## src/rtl/dup_test_arbiter_pkg.sv

```systemverilog
// rtl/dup_test_arbiter_pkg.sv - shared types and constants for the dupTestSt round-robin arbiter
package dup_test_arbiter_pkg;

  localparam int DSIZE2          = 2;
  localparam int DUP_ARB_NUM_REQ = 4;
  localparam int BOB_W           = 13;

  typedef struct packed {
    logic [BOB_W-1:0] bob;
  } dupTestSt;

  typedef logic [3:0] dupArbBeatCntT;

  typedef enum logic {
    DUP_ARB_IDLE,
    DUP_ARB_GRANT
  } dupArbStateT;

endpackage

```

## src/rtl/dup_test_arbiter_rr_pick.sv

```systemverilog
// rtl/dup_test_arbiter_rr_pick.sv - combinational masked round-robin priority encoder
module rr_pick #(
  parameter int NUM_REQ = 4,
  parameter int SRC_W   = $clog2(NUM_REQ)
) (
  input  logic [NUM_REQ-1:0] req_i,
  input  logic [SRC_W-1:0]   ptr_i,
  output logic [SRC_W-1:0]   gnt_o,
  output logic               any_req_o
);

  // Second pass overrides the unmasked winner whenever a requester at or after ptr_i exists.
  always_comb begin
    gnt_o     = '0;
    any_req_o = |req_i;
    for (int i = NUM_REQ - 1; i >= 0; i--) begin
      if (req_i[i]) gnt_o = SRC_W'(i);
    end
    for (int i = NUM_REQ - 1; i >= 0; i--) begin
      if (req_i[i] && (SRC_W'(i) >= ptr_i)) gnt_o = SRC_W'(i);
    end
  end

endmodule

```

## src/rtl/dup_test_arbiter.sv

```systemverilog
// rtl/dup_test_arbiter.sv - round-robin burst arbiter onto one registered dupTestSt sink
// Optional grant statistics output enabled by DUP_TEST_ARB_STATS_EN.
module dup_test_arbiter
  import dup_test_arbiter_pkg::*;
#(
  parameter int NUM_REQ   = DUP_ARB_NUM_REQ,
  parameter int BURST_LEN = DSIZE2,
  parameter int SRC_W     = $clog2(NUM_REQ)
) (
  input  logic                      clk,
  input  logic                      rst,
  input  logic [NUM_REQ-1:0]        req_valid,
  input  dupTestSt [NUM_REQ-1:0]    req_data,
  output logic [NUM_REQ-1:0]        req_ready,
  output logic                      out_valid,
  output dupTestSt                  out_data,
  output logic [SRC_W-1:0]          out_src,
  input  logic                      out_ready,
`ifdef DUP_TEST_ARB_STATS_EN
  output logic [NUM_REQ-1:0][15:0]  grant_cnt,
`endif
  output logic                      busy
);

  localparam dupArbBeatCntT    BEAT_LAST = dupArbBeatCntT'(BURST_LEN);
  localparam logic [SRC_W-1:0] LAST_IDX  = SRC_W'(NUM_REQ - 1);

  dupArbStateT      state_q, state_d;
  logic [SRC_W-1:0] gnt_q, gnt_d;
  logic [SRC_W-1:0] rr_ptr_q, rr_ptr_d;
  dupArbBeatCntT    beat_cnt_q, beat_cnt_d;
  logic             out_valid_q, out_valid_d;
  dupTestSt         out_data_q, out_data_d;
  logic [SRC_W-1:0] out_src_q, out_src_d;

  logic [SRC_W-1:0] pick_gnt;
  logic             any_req;
  logic             out_free;
  logic             accept;
  logic [SRC_W-1:0] rr_next;

  rr_pick #(
    .NUM_REQ (NUM_REQ),
    .SRC_W   (SRC_W)
  ) u_rr_pick (
    .req_i     (req_valid),
    .ptr_i     (rr_ptr_q),
    .gnt_o     (pick_gnt),
    .any_req_o (any_req)
  );

  assign out_free = !out_valid_q || out_ready;
  assign accept   = (state_q == DUP_ARB_GRANT) && req_valid[gnt_q] && out_free;
  assign rr_next  = (gnt_q == LAST_IDX) ? '0 : gnt_q + SRC_W'(1);

  always_ff @(posedge clk) begin
    if (rst) begin
      state_q    <= DUP_ARB_IDLE;
      gnt_q      <= '0;
      rr_ptr_q   <= '0;
      beat_cnt_q <= '0;
    end else begin
      state_q    <= state_d;
      gnt_q      <= gnt_d;
      rr_ptr_q   <= rr_ptr_d;
      beat_cnt_q <= beat_cnt_d;
    end
  end

  // Release on a full burst or when the granted requester has nothing to offer this cycle.
  always_comb begin
    state_d    = state_q;
    gnt_d      = gnt_q;
    rr_ptr_d   = rr_ptr_q;
    beat_cnt_d = beat_cnt_q;
    case (state_q)
      DUP_ARB_IDLE: begin
        if (any_req) begin
          state_d = DUP_ARB_GRANT;
          gnt_d   = pick_gnt;
        end
      end
      DUP_ARB_GRANT: begin
        if (accept) begin
          beat_cnt_d = beat_cnt_q + dupArbBeatCntT'(1);
          if (beat_cnt_d == BEAT_LAST) begin
            state_d    = DUP_ARB_IDLE;
            rr_ptr_d   = rr_next;
            beat_cnt_d = '0;
          end
        end else if (!req_valid[gnt_q]) begin
          state_d    = DUP_ARB_IDLE;
          rr_ptr_d   = rr_next;
          beat_cnt_d = '0;
        end
      end
    endcase
  end

  always_comb begin
    req_ready = '0;
    if (state_q == DUP_ARB_GRANT) req_ready[gnt_q] = out_free;
    busy = (state_q == DUP_ARB_GRANT) || out_valid_q;
  end

  always_comb begin
    out_valid_d = out_valid_q;
    out_data_d  = out_data_q;
    out_src_d   = out_src_q;
    if (accept) begin
      out_valid_d = 1'b1;
      out_data_d  = req_data[gnt_q];
      out_src_d   = gnt_q;
    end else if (out_ready) begin
      out_valid_d = 1'b0;
    end
  end

  always_ff @(posedge clk) begin
    if (rst) begin
      out_valid_q <= 1'b0;
      out_data_q  <= '0;
      out_src_q   <= '0;
    end else begin
      out_valid_q <= out_valid_d;
      out_data_q  <= out_data_d;
      out_src_q   <= out_src_d;
    end
  end

  assign out_valid = out_valid_q;
  assign out_data  = out_data_q;
  assign out_src   = out_src_q;

`ifdef DUP_TEST_ARB_STATS_EN
  logic [NUM_REQ-1:0][15:0] grant_cnt_q;

  always_ff @(posedge clk) begin
    if (rst) begin
      grant_cnt_q <= '0;
    end else if ((state_q == DUP_ARB_IDLE) && any_req && (grant_cnt_q[pick_gnt] != 16'hFFFF)) begin
      grant_cnt_q[pick_gnt] <= grant_cnt_q[pick_gnt] + 16'd1;
    end
  end

  assign grant_cnt = grant_cnt_q;
`endif

endmodule

```

## config.mk

```make
export PLATFORM = sky130hd
export DESIGN_NAME = dup_test_arbiter
export DESIGN_NICKNAME = d
export VERILOG_FILES = /design/src/rtl/dup_test_arbiter_pkg.sv /design/src/rtl/dup_test_arbiter_rr_pick.sv /design/src/rtl/dup_test_arbiter.sv
export SDC_FILE = /design/constraint.sdc
export NUM_CORES = 1
export LEC_CHECK = 0
export ABC_AREA = 1
export BUFFER_PORTS_ARGS = -buffer_cell sky130_fd_sc_hd__buf_2
export CAP_MARGIN = 15
export CORE_UTILIZATION = 35
export CTS_CLUSTER_SIZE = 25
export DETAILED_ROUTE_END_ITERATION = 16
export PLACE_DENSITY = 0.63
export SLEW_MARGIN = 40
export SYNTH_ARGS = -nofsm -noshare
export SYNTH_HDL_FRONTEND = slang
export SYNTH_SLANG_ARGS = --single-unit
```

## constraint.sdc

```tcl
create_clock -name clk -period 4.1 [get_ports clk]
set_input_delay 0.615 -clock clk [delete_from_list [all_inputs] [get_ports clk]]
set_output_delay 0.615 -clock clk [all_outputs]
set_load 0.05 [all_outputs]
```

# Word level (Yosys, flattened, before mapping)
# Index checks and enable logic that the tools add are counted.
op_classes:
  n_addsub: 2
  n_lt_le_gt_ge: 6
  eq_ne: 4
  n_mux: 29
  n_bitwise: 2
  reduce_logical: 15
op_table:
  columns: ["operator", "n"]
  rows:
  - ["$bmux 13 s2", 1]
  - ["$mux 2", 12]
  - ["$mux 4", 4]
  - ["$mux 13", 1]
  - ["$mux 1", 8]
  - ["$logic_and 1x1->1", 7]
  - ["$add 4x1->4 const B", 1]
  - ["$and 4x4->4", 1]
  - ["$eq 4x2->1 const B", 1]
  - ["$ge 1x2->1 const A", 2]
  - ["$ge 2x2->1 const A", 2]
  - ["$reduce_and 2->1", 2]
  - ["$reduce_or 4->1", 1]
  - ["$lt 2x3->1 const B", 1]
  - ["$reduce_and 3->1", 1]
  - ["$add 2x1->2 const B", 1]
  - ["$bmux 1 s2", 1]
  - ["$demux 1 s2", 1]
  - ["$eq 2x2->1 const B", 1]
  - ["$ge 2x1->1 const B", 1]
  - ["$logic_or 1x1->1", 2]
  - ["$ne 2x1->1 const B", 1]
  - ["$ne 2x2->1 const B", 1]
  - ["$pmux 1 s2", 1]
  - ["3 further kinds", 3]
totals:
  reg_bits: 25
  in_bits: 59
  out_inout_bits: 21
  elab_cells: 65

# Logic depth before layout (Yosys ltp)
logic_depth:
  ltp_word: 8
  ltp_mapped: 10
  mapped_depth_nobuf: 10

# Modules after synthesis
# A second synthesis with hierarchy kept.
unflattened:
  cells_unflattened: 246
  hier_area_um2: 1610.3
by_module_without_submodules:
  columns: ["module", "n_inst", "cells_each", "area_per_inst_um2", "seq_area_each_um2"]
  rows:
  - ["dup_test_arbiter", 1, 226, 1526.5, 500.5]
  - ["rr_pick", 1, 20, 83.8, 0.0]

# Least setup slack after synthesis
# OpenSTA, ideal clock, no wires.
synth_path:
  path_type: "register to output"
  startpoint: "register gnt_q[0]"
  endpoint: "output port req_ready[0]"
  arrival_ps: 1619
  required_time_ps: 3485
  setup_slack_ps: 1866
  path_stages_with_launch: 7
  path_buffers: 2
  path_cell_list: "dfxtp_1 inv_1 buf_2 buf_2 ha_1 inv_1 nor2_1"
synth_via:
  elab_chain_cells: 6
  word_cells_on_any_way: 7
  classes_between: "2 x order compare; 3 x mux; 1 x bitwise; 1 x reduce/logical"
synth_lines:
  columns: ["item", "line", "text"]
  rows:
  - ["from (decl)", "dup_test_arbiter.sv:29", "logic [SRC_W-1:0] gnt_q, gnt_d;"]
  - ["from (signal assigned)", "dup_test_arbiter.sv:64", "gnt_q <= gnt_d;"]
  - ["$lt 2x3->1 (implied by the code) / $ge 2x1->1 (equally long branches)", "dup_test_arbiter.sv:102", "if (state_q == DUP_ARB_GRANT) req_ready[gnt_q] = out_free;"]
  - ["$logic_and 1x1->1 (implied by the code)", "dup_test_arbiter.sv:102", null]
  - ["$mux 1 (implied by the code)", "dup_test_arbiter.sv:102", null]
  - ["$demux 1 s2 *", "dup_test_arbiter.sv:102", null]
  - ["$and 4x4->4 (no line) *", null, null]
  - ["$mux 4 *", "dup_test_arbiter.sv:102", null]
  - ["to (decl)", "dup_test_arbiter.sv:14", "output logic [NUM_REQ-1:0] req_ready,"]
# Mark *: on every way between the ends. The rest lies on a longest branch, timed or not.

# Worst setup path after layout
layout_path:
  startpoint: "register gnt_q[1]"
  endpoint: "output port req_ready[1]"
# Same word-level chain as after synthesis.

==> results.toml <==
[status]
status = "completed"

[floorplanning]
core_um2 = 4140
initial_core_util_pct = 37.9
die_h_um = 69.0
boundaryPins = 80
dieWidth_um = 69.0
die_area_um2 = 4760
num_rows = 23

[sta]
max_freq_mhz = 414
drv_slew = 0
finalCriticalPeriod_ns = 2.42
setup_viol = 0
post-route-period-util_pct = 58.9
finalHoldViolCount = 0
tightest_slew_ns = 0.596
slew_headroom_pct = 60.2
finClkSkew_ns = 0.00305
finalSetupTns_ns = 0
rsz0062_at_grt = "false"

[logic_synthesis]
synth-edff-count = 0
yosysTopAreaCellShare_pct = 31.9
synth_area_leader_cell = "dfxtp_1"
yosys-top-cells-count = "nor2_1 (67), o21ai_0 (28), dfxtp_1 (25)"
syn_avg_cell_area_um2 = 6.49
synth_top_flop_cell = "dfxtp_1"
ys_ff_latch = 25
ys_top_cells_by_area = "dfxtp_1 (32%), nor2_1 (16%), o21ai_0 (8.9%), nand2_1 (5.7%), o22ai_1 (5.2%)"
ys_seq_area_share_pct = 31.9
yosysWarnings = 0
syn-num-nets = 307
syn_inst = 242
yosysUniqueCellTypes = 25
async_reset_ff_share_pct = 0
yosysMostFrequentCell = "nor2_1"
synthesis.area_um2 = 1570

[cells_and_area]
drive_above_1_share_pct = 30.6
fin_cells = 364
syn_to_final_growth_pct = 28.0
n_antenna_cell = 0
final_nets = 380

[routing]
first_pass_iters = 4
ant_nets = 0
drc = 0
wire_per_inst_um = 11.8
dr_wl_met3_um = 291
met2_wirelength_um = 2000
viasPerCell = 4.90
top_layer = "met4"
routed_wl_um = 4310
routedLengthMet1_um = 1970
num_vias = 1784
dr.first_iter.drc_count = 74

[setup_path]
cp.required_ns = 3.48
critical_path_buf_inv_count = 3
crit_arrival_ns = 1.80
slowest_delay_ns = 0.71
path_class = "flop to output pin"
path_cells = "inv_2 > ha_1 > inv_1 > nor2_1 > buf_2"
crit_slowest_cell = "dfxtp_1"
critPathLaunchType = "flop"
worstPathMaxFanout = 18
path_delay_family = "flip-flops"
endpoint_kind = "output pin"

[power_and_ir_drop]
finalPower_mw = 0.751
swShare_pct = 41.9
clkPwrFrac_pct = 19.3
comb_power_share_pct = 41.4
net-switching-power_mw = 0.315
p_per_area_nw_per_um2 = 374
cellInternalPower_mw = 0.436
ir_drop_mv = 0.245
p_seq_share_pct = 39.4
p_leak_nw = 1.02

[grt]
antenna_found_initial = 0
grt_max_degree = 33
overflow = 0
grt_pass1_wl_um = 7040
track_usage_pct = 19.9
first_global_vias = 1624

[job]
drv_cap = 0

[clock_tree]
cts.path.max_buffers = 2
insertion_delay_ns = 0.26
numCtsBuffers = 3
cts_resized = 0
cts_max_level = 1
path_clk_slew_ns = 0.08
hold_buffers = 0
tritoncts = "done"
cts.sinks = 25
root_buffer = "clkbuf_8"
post_cts_buffers = 0

[place]
placed_cells_incl_taps = 360
place_congestion = 0.832
dp_hpwl_um = 3170
portBuffers = 79

[hold_path]
hp-class = "flop to flop"
## worst paths after layout
| path | cells past startpoint | end | from | slack [ns] |
|---|---|---|---|---|
| setup reg to reg | 7 | out_data[1]$_SDFFE_PP0P_ | gnt_q[1]$_SDFFE_PP0P_ | 2.07 |
| hold / removal | 2 | beat_cnt_q[3]$_SDFFE_PP0P_ | beat_cnt_q[3]$_SDFFE_PP0P_ | 0.49 |
| setup / recovery | 5 | req_ready[1] | gnt_q[1]$_SDFFE_PP0P_ | 1.68 |
| hold reg to reg | 2 | beat_cnt_q[3]$_SDFFE_PP0P_ | beat_cnt_q[3]$_SDFFE_PP0P_ | 0.49 |
## power by group through the flow
stage,sequential (mW),combinational [mW],clock (mW)
6_report,0.296,0.311,0.145
5_1_grt,0.301,0.344,0.161
4_1_cts,0.296,0.313,0.148
3_5_place_dp,0.301,0.312,0
3_3_place_gp,0.302,0.311,0
2_1_floorplan,0.363,0.171,0
## logic make-up after synthesis
kind of cell,synth area share [%]
simple gates,31.3
compound gates,22.9
buf+inv,9.08
flops,31.9
fa+ha+maj,4.78
## placed cells by master, fill, tap and decap left out, types with 9 or more instances in the layout
cell / n
buf_2: 79
o21ai_1: 16
o21ai_0: 28
dfxtp_1: 25
nor2_1: 67
nand3_1: 9
nand2_1: 24
a21oi_1: 10
o22ai_1: 13
inv_1: 16
## registers in the layout, summed over array words and instances (netlist names)
signal / flops
out_data: 13
beat_cnt_q: 4
gnt_q: 2
out_src: 2
rr_ptr_q: 2
out_valid: 1
state_q: 1
## layout make-up
| cell class | instances | area, um2 |
|---|---|---|
| repair buffers | 80 | 403 |
| flip-flops and latches | 25 | 500 |
| clock buffers | 4 | 45.0 |
| fillers | 456 | 2130 |
| inverters | 19 | 71.3 |
| well taps | 50 | 62.6 |
| multi-input cells | 186 | 927 |
## metal layers
layer / up-vias / GRT usage, %
met4: 0 / 4.34
met2: 64 / 34.5
met1: 771 / 24.3
met3: 6 / 5.59
li1: 943 / -
met5: - / 0
## per-stage QoR
step	setup WS, ns	area (um2)	hold slack [ns]	utilization, %
2_1_floorplan	1.87	1570	0.447	-
4_1_cts	1.37	2010	0.490	48.5
3_5_place_dp	1.67	1960	0.477	47.4
3_3_place_gp	1.70	1960	0.473	47.4
6_report	1.68	2010	0.487	48.5
5_1_grt	1.53	2010	0.525	48.5
## worst min-delay path, stage by stage (launching register included)
cell     delay [ns]
dfxtp_1        0.33
nand2_1        0.06
a21oi_1        0.05
Note: power is estimated with default switching activity, not from simulation.
